## src/rtl/set_access_controller.sv

```systemverilog
`default_nettype none
// ============================================================================
// Module   : set_access_controller
// Purpose  : Request sequencer for one set of an N-way cache. Accepts a CPU
//            load/store, performs a one-cycle tag lookup against the per-way
//            state presented on the way_* inputs, and then either completes
//            the access as a hit or runs the miss sequence: optional dirty
//            writeback, block refill request, wait for refill data, and
//            allocation of the chosen victim way.
// Ports    :
//   clk, rst                  clock, synchronous active-high reset
//   req_valid/req_ready       CPU request handshake (ready only in IDLE)
//   req_write/addr/wdata      CPU request fields, latched on acceptance
//   resp_valid/hit/rdata      one-cycle response strobe with hit flag, data
//   way_tag/valid/dirty/
//   way_expired/age/data      per-way state from the way storage, way i at
//                             slice i of each packed bus
//   way_wEn/way_allocate      one-hot write / allocate pulses to the ways
//   way_dataIn/way_address    shared write data and allocation address
//   accessed/accessedWayAge   access pulse and age of the touched way
//   mem_req_*/mem_addr/wdata  block-level memory request (writeback/refill)
//   mem_resp_valid/mem_rdata  refill data return
// Revision : 1.0 - initial release
// ============================================================================
module set_access_controller #(
  parameter  int NUM_WAYS      = 4,
  parameter  int DATA_WIDTH    = 32,
  parameter  int BLOCK_SIZE    = 32,
  parameter  int ADDRESS_WIDTH = 32,
  parameter  int COUNTER_WIDTH = 8,
  localparam int OFFSET_WIDTH  = $clog2(BLOCK_SIZE),
  localparam int TAG_WIDTH     = ADDRESS_WIDTH - OFFSET_WIDTH
) (
  input  logic                              clk,
  input  logic                              rst,
  // CPU request / response
  input  logic                              req_valid,
  output logic                              req_ready,
  input  logic                              req_write,
  input  logic [ADDRESS_WIDTH-1:0]          req_addr,
  input  logic [DATA_WIDTH-1:0]             req_wdata,
  output logic                              resp_valid,
  output logic                              resp_hit,
  output logic [DATA_WIDTH-1:0]             resp_rdata,
  // Way storage interface
  input  logic [NUM_WAYS*TAG_WIDTH-1:0]     way_tag,
  input  logic [NUM_WAYS-1:0]               way_valid,
  input  logic [NUM_WAYS-1:0]               way_dirty,
  input  logic [NUM_WAYS-1:0]               way_expired,
  input  logic [NUM_WAYS*COUNTER_WIDTH-1:0] way_age,
  input  logic [NUM_WAYS*DATA_WIDTH-1:0]    way_data,
  output logic [NUM_WAYS-1:0]               way_wEn,
  output logic [NUM_WAYS-1:0]               way_allocate,
  output logic [DATA_WIDTH-1:0]             way_dataIn,
  output logic [ADDRESS_WIDTH-1:0]          way_address,
  output logic                              accessed,
  output logic [COUNTER_WIDTH-1:0]          accessedWayAge,
  // Memory interface
  output logic                              mem_req_valid,
  input  logic                              mem_req_ready,
  output logic                              mem_req_write,
  output logic [ADDRESS_WIDTH-1:0]          mem_addr,
  output logic [DATA_WIDTH-1:0]             mem_wdata,
  input  logic                              mem_resp_valid,
  input  logic [DATA_WIDTH-1:0]             mem_rdata
);

  localparam int c_WAY_W = (NUM_WAYS > 1) ? $clog2(NUM_WAYS) : 1;

  typedef enum logic [2:0] {
    S_IDLE        = 3'd0,
    S_LOOKUP      = 3'd1,
    S_WRITEBACK   = 3'd2,
    S_REFILL_REQ  = 3'd3,
    S_REFILL_WAIT = 3'd4,
    S_RESPOND     = 3'd5
  } state_t;

  state_t                     r_state;

  // Latched request
  logic                       r_reqWrite;
  logic [ADDRESS_WIDTH-1:0]   r_reqAddr;
  logic [DATA_WIDTH-1:0]      r_reqWdata;

  // Miss bookkeeping: victim index plus a snapshot of its block address and
  // data, so the writeback request stays stable while memory stalls.
  logic [c_WAY_W-1:0]         r_victim;
  logic [ADDRESS_WIDTH-1:0]   r_wbAddr;
  logic [DATA_WIDTH-1:0]      r_wbData;

  // Response registers
  logic                       r_respHit;
  logic [DATA_WIDTH-1:0]      r_respRdata;

  // Per-way views of the packed input buses
  logic [TAG_WIDTH-1:0]       w_tag  [NUM_WAYS];
  logic [COUNTER_WIDTH-1:0]   w_age  [NUM_WAYS];
  logic [DATA_WIDTH-1:0]      w_data [NUM_WAYS];

  logic [TAG_WIDTH-1:0]       w_reqTag;
  logic                       w_hit;
  logic [c_WAY_W-1:0]         w_hitWay;
  logic                       w_hasInvalid;
  logic [c_WAY_W-1:0]         w_invalidWay;
  logic                       w_hasExpired;
  logic [c_WAY_W-1:0]         w_expiredWay;
  logic [c_WAY_W-1:0]         w_victim;
  logic [DATA_WIDTH-1:0]      w_fillData;
  logic                       w_victimDirty;

  for (genvar gi = 0; gi < NUM_WAYS; gi++) begin : g_unpack
    assign w_tag[gi]  = way_tag [gi*TAG_WIDTH     +: TAG_WIDTH];
    assign w_age[gi]  = way_age [gi*COUNTER_WIDTH +: COUNTER_WIDTH];
    assign w_data[gi] = way_data[gi*DATA_WIDTH    +: DATA_WIDTH];
  end

  function automatic logic [NUM_WAYS-1:0] f_oneHot(input logic [c_WAY_W-1:0] idx);
    f_oneHot      = '0;
    f_oneHot[idx] = 1'b1;
  endfunction

  assign w_reqTag   = r_reqAddr[ADDRESS_WIDTH-1:OFFSET_WIDTH];
  // A store miss writes the CPU word, a load miss writes the returned word.
  assign w_fillData = r_reqWrite ? r_reqWdata : mem_rdata;

  // Hit detection and victim choice. Loops walk from the top index down so
  // the last assignment, i.e. the lowest matching index, wins.
  always_comb begin
    w_hit        = 1'b0;
    w_hitWay     = '0;
    w_hasInvalid = 1'b0;
    w_invalidWay = '0;
    w_hasExpired = 1'b0;
    w_expiredWay = '0;
    for (int i = NUM_WAYS - 1; i >= 0; i--) begin
      if (way_valid[i] && (w_tag[i] == w_reqTag)) begin
        w_hit    = 1'b1;
        w_hitWay = c_WAY_W'(i);
      end
      if (!way_valid[i]) begin
        w_hasInvalid = 1'b1;
        w_invalidWay = c_WAY_W'(i);
      end
      if (way_expired[i]) begin
        w_hasExpired = 1'b1;
        w_expiredWay = c_WAY_W'(i);
      end
    end
    // Prefer a free way, then the LRU-flagged way, else fall back to way 0.
    if (w_hasInvalid) begin
      w_victim = w_invalidWay;
    end else if (w_hasExpired) begin
      w_victim = w_expiredWay;
    end else begin
      w_victim = '0;
    end
  end

  assign w_victimDirty = way_valid[w_victim] && way_dirty[w_victim];

  // Control and handshake outputs. The way-write pulses are suppressed while
  // rst is high so a reset landing on a lookup or refill cycle never
  // corrupts the set.
  always_comb begin
    req_ready      = (r_state == S_IDLE) && !rst;
    resp_valid     = 1'b0;
    way_wEn        = '0;
    way_allocate   = '0;
    way_dataIn     = '0;
    way_address    = '0;
    accessed       = 1'b0;
    accessedWayAge = '0;
    mem_req_valid  = 1'b0;
    mem_req_write  = 1'b0;
    mem_addr       = '0;
    mem_wdata      = '0;
    case (r_state)
      S_LOOKUP: begin
        if (w_hit && !rst) begin
          accessed       = 1'b1;
          accessedWayAge = w_age[w_hitWay];
          if (r_reqWrite) begin
            way_wEn    = f_oneHot(w_hitWay);
            way_dataIn = r_reqWdata;
          end
        end
      end
      S_WRITEBACK: begin
        mem_req_valid = 1'b1;
        mem_req_write = 1'b1;
        mem_addr      = r_wbAddr;
        mem_wdata     = r_wbData;
      end
      S_REFILL_REQ: begin
        mem_req_valid = 1'b1;
        mem_addr      = {w_reqTag, {OFFSET_WIDTH{1'b0}}};
      end
      S_REFILL_WAIT: begin
        if (mem_resp_valid && !rst) begin
          way_allocate   = f_oneHot(r_victim);
          way_wEn        = f_oneHot(r_victim);
          way_address    = r_reqAddr;
          way_dataIn     = w_fillData;
          accessed       = 1'b1;
          accessedWayAge = w_age[r_victim];
        end
      end
      S_RESPOND: begin
        resp_valid = 1'b1;
      end
      default: begin
      end
    endcase
  end

  assign resp_hit   = r_respHit;
  assign resp_rdata = r_respRdata;

  // Sequencer
  always_ff @(posedge clk) begin
    if (rst) begin
      r_state     <= S_IDLE;
      r_reqWrite  <= 1'b0;
      r_reqAddr   <= '0;
      r_reqWdata  <= '0;
      r_victim    <= '0;
      r_wbAddr    <= '0;
      r_wbData    <= '0;
      r_respHit   <= 1'b0;
      r_respRdata <= '0;
    end else begin
      case (r_state)
        S_IDLE: begin
          if (req_valid) begin
            r_reqWrite <= req_write;
            r_reqAddr  <= req_addr;
            r_reqWdata <= req_wdata;
            r_state    <= S_LOOKUP;
          end
        end
        S_LOOKUP: begin
          if (w_hit) begin
            r_respHit   <= 1'b1;
            r_respRdata <= r_reqWrite ? r_reqWdata : w_data[w_hitWay];
            r_state     <= S_RESPOND;
          end else begin
            r_respHit <= 1'b0;
            r_victim  <= w_victim;
            r_wbAddr  <= {w_tag[w_victim], {OFFSET_WIDTH{1'b0}}};
            r_wbData  <= w_data[w_victim];
            r_state   <= w_victimDirty ? S_WRITEBACK : S_REFILL_REQ;
          end
        end
        S_WRITEBACK: begin
          if (mem_req_ready) begin
            r_state <= S_REFILL_REQ;
          end
        end
        S_REFILL_REQ: begin
          // Returned data can only belong to this refill once the request
          // has been accepted, so mem_resp_valid is not looked at here.
          if (mem_req_ready) begin
            r_state <= S_REFILL_WAIT;
          end
        end
        S_REFILL_WAIT: begin
          if (mem_resp_valid) begin
            r_respRdata <= w_fillData;
            r_state     <= S_RESPOND;
          end
        end
        S_RESPOND: begin
          r_state <= S_IDLE;
        end
        default: begin
          r_state <= S_IDLE;
        end
      endcase
    end
  end

endmodule
`default_nettype wire

```

## config.mk

```make
export PLATFORM = sky130hd
export DESIGN_NAME = set_access_controller
export DESIGN_NICKNAME = d
export VERILOG_FILES = /design/src/rtl/set_access_controller.sv
export SDC_FILE = /design/constraint.sdc
export NUM_CORES = 1
export LEC_CHECK = 0
export ABC_AREA = 1
export BUFFER_PORTS_ARGS = -buffer_cell sky130_fd_sc_hd__buf_2
export CAP_MARGIN = 30
export CORE_AREA = 2 2 222 224
export CTS_CLUSTER_DIAMETER = 60
export DETAILED_ROUTE_END_ITERATION = 12
export DIE_AREA = 0 0 224 226
export PLACE_DENSITY = 0.53
export SYNTH_ARGS = -nofsm -noshare
export SYNTH_HDL_FRONTEND = slang
export SYNTH_SLANG_ARGS = --single-unit
```

## constraint.sdc

```tcl
create_clock -name clk -period 2.3 [get_ports clk]
set_input_delay 0.345 -clock clk [delete_from_list [all_inputs] [get_ports clk]]
set_output_delay 0.345 -clock clk [all_outputs]
set_load 0.02 [all_outputs]
```

==> flow_summary_export.csv <==
group,metric,value,unit
timing,worst_slew_pin_slew,0.702,ns
setup_path,cp_slowest_cell,"dfxtp_4",
status,status,"finished with violations",
grt,grt_max_degree,78,
logic_synthesis,synth-edff-count,0,
drt,wl_per_cell,23.5,µm
hold_path,hold_depth,3,
floorplan,fp.dieH,226,µm
drt,vias,21800,
cts,clock_sinks,162,
cells_and_area,fin_nets,3850,
cells_and_area,n_fill_cell,5179,
cells_and_area,final_common_cell,"nand2_1",
setup_path,cp.required,1.96,ns
timing,finalHoldViolations,0,
floorplan,die_w,224,µm
setup_path,path_cells,"xnor2_2 -> nand2_1 -> nor2_1 -> nand2_1 -> nor2_2 -> nand2_2 -> buf_6 -> buf_6 -> nand3_4 -> nand3_4 -> nand2_8 -> clkinv_8 -> buf_12 -> a21oi_4 -> buf_6",
pwr,power.leakage,0.0123,µW
logic_synthesis,dominantRegCellSynth,"dfxtp_1",
setup_path,regToRegStartpoint,"r_reqAddr[22]",
cts,cts_buffer_depth,2,
placement,io_buffers,558,
setup_path,r2r_cells,18,
floorplan,rows,81,
placement,place.gp.congestion,1.04,
setup_path,crit_path_end_kind,"output port",
setup_path,rr_endpoint,"resp_rdata[0]",
drt,antenna_left,0,
logic_synthesis,seq_area_frac_synth,0.228,
setup_path,crit_family,"simple AND/OR/NAND/NOR gates",
grt,grt_pass1_vias,20300,
logic_synthesis,yosysWarningCount,0,
timing,rsz0062_at_grt,"yes",
hold_path,holdCritStartpoint,"req_wdata[10]",
timing,min_period,3.22,ns
drt,via_per_inst,5.31,
job,drv_cap,0,
setup_path,reg2reg_slack,-0.35,ns
grt,grt_overflow,0,
floorplan,coreArea,0.0483,mm²
drt,drt_iter0_drc,1871,
timing,finalSetupViolations,167,
placement,dp_hpwl,73700,µm
pwr,p_per_area,773,mW/mm²
floorplan,ioPinCount,564,
pwr,peakVddDrop,0.385,mV
hold_path,hold_path.class,"in -> reg",
timing,setup_tns,-56.61,ns
setup_path,path_buf_inv,5,
grt,grt_pass1_wl,129000,µm
logic_synthesis,synthDistinctLibCells,43,
logic_synthesis,synth_seq_cells,162,
logic_synthesis,syn_inst,2622,
cts,clk_root_buffer_cell,"clkbuf_16",
grt,antenna_found_initial,16,
grt,track_usage,0.348,
drt,wirelength,96800,µm
cells_and_area,layout_common_cells,"nand2_1, buf_2, buf_4",
cells_and_area,areaGrowthSynthToFinish,72.0,%
timing,hold_slack,0.118,ns
timing,fmax,0.310,GHz
floorplan,die_area,0.0506,mm²
timing,slew_headroom,0.532,
setup_path,cpPeakStageDelay,0.38,ns
cts,hold_buffers,0,
setup_path,crit_top_cell,"buf_6",
logic_synthesis,synth_area,0.0142,mm²
logic_synthesis,synth.avg_cell_area,5.42,µm²
cts,cts_inserted_buffers,17,
setup_path,arrival,2.88,ns
cts,cts_tree,"done",
drt,drc_errors,0,
status,failed_checks,"setup timing",
timing,finalMaxSlewViolations,0,
setup_path,critPathKind,"reg -> out",
setup_path,crit_fanout,6,
floorplan,initial_core_util,0.294,
cts,clk-insertion-delay-late,0.51,ns
cts,clk_pin_slew_worst_paths,0.08,ns
setup_path,startpoint_type,"flip-flop",
hold_path,hold-path-endpoint,"r_reqWdata[10]",
drt,firstDrtPassIters,6,
timing,fin_crit_sh,1.40,
logic_synthesis,synthArstFlopShare,0,
cts,h-tree-depth,4,
timing,setup_ws,-0.924,ns
timing,fin_skew,0.0144,ns
cells_and_area,drive_gt1_frac,0.434,
-- through the flow --
stage               power (µW)  cells  setup WS [ns]  instance area, µm²  utilization
global placement         12800   3995         -0.754               20100        0.417
CTS                      16600   4051         -0.777               22200        0.459
finish                   18900   4111         -0.924               24500        0.506
global route             19800   4109          -1.02               24500        0.506
detailed placement       12800   3995         -0.699               20100        0.417
floorplan                 8560   2626        -0.0748               14300            -
-- power by group --
| part | leakage [µW] | total (µW) | switching (µW) | internal [µW] |
|---|---|---|---|---|
| logic | 0.0107 | 11500 | 6810 | 4690 |
| registers | 0.00135 | 4370 | 656 | 3720 |
| clock network | 0.000280 | 3050 | 1490 | 1560 |
| total | 0.0123 | 18900 | 8950 | 9970 |
-- layer usage --
metal,global-route usage,up-vias,part of all wire
met3,0.0623,238,0.073
met4,0.166,18,0.052
met2,0.616,1143,0.49
met1,0.406,10300,0.39
li1,-,10100,-
met5,0,-,0.0012
-- worst max-delay path by stage --
stage             startpoint           endpoint  cells after the start
4_1_cts        r_reqAddr[30]  accessedWayAge[1]                     20
3_5_place_dp   r_reqAddr[16]     resp_rdata[20]                     15
2_1_floorplan   r_reqAddr[5]     way_dataIn[13]                     15
6_report       r_reqAddr[23]     way_dataIn[15]                     15
3_3_place_gp   r_reqAddr[16]  accessedWayAge[0]                     19
5_1_grt        r_reqAddr[23]  accessedWayAge[5]                     16
-- tightest hold or removal path: stages --
cell	delay, ns
buf_2	0.07
o21ai_0	0.07
a21oi_1	0.10
-- cell usage after synthesis (all sizes together), types with 10 or more instances --
master,number,area share
a211oi,10,0.0056
a21oi,180,0.064
buf,67,0.030
clkbuf,94,0.025
dfxtp,162,0.23
inv,333,0.088
nand2,792,0.21
nand3,199,0.072
nand4,45,0.020
nor2,361,0.10
o21ai,206,0.072
o22ai,80,0.035
o32ai,19,0.012
xnor2,11,0.0068
-- final cells by class --
class,instances,area (µm²),area share
Clock inverter,12,119,0.00486
Inverter,342,1380,0.0562
Tap cell,622,778,0.0318
Timing Repair Buffer,983,7390,0.302
Sequential cell,162,3330,0.136
Timing Repair inverter,1,16.3,0.000665
Clock buffer,20,457,0.0187
Antenna cell,8,20.0,0.000818
Multi-Input combinational cell,1961,11000,0.449
-- sequential cells by signal (all words and copies together), names as in the netlist --
register and cells:
r_reqWrite 1, resp_hit 1, r_state 3, r_wbAddr 27
r_wbData 32, resp_rdata 32, r_reqWdata 32, r_victim 2
r_reqAddr 32
-- what timing repair did --
| item | CTS | global route |
|---|---|---|
| resized for setup | 388 | 370 |
| setup buffers | 22 | 26 |
| endpoints found under the setup margin | 214 | 229 |
| gates cloned | 3 | 28 |
| pin swaps | 54 | 59 |
-- cell families after synthesis --
kind of cell,count (synthesis),share of synthesized area
compound gates,519,0.202
other cells,1,0.000264
mux,4,0.00282
flops,162,0.228
simple gates,1420,0.414
buf+inv,503,0.145
xor+xnor,13,0.00800
Note: power is estimated with default switching activity, not from simulation.
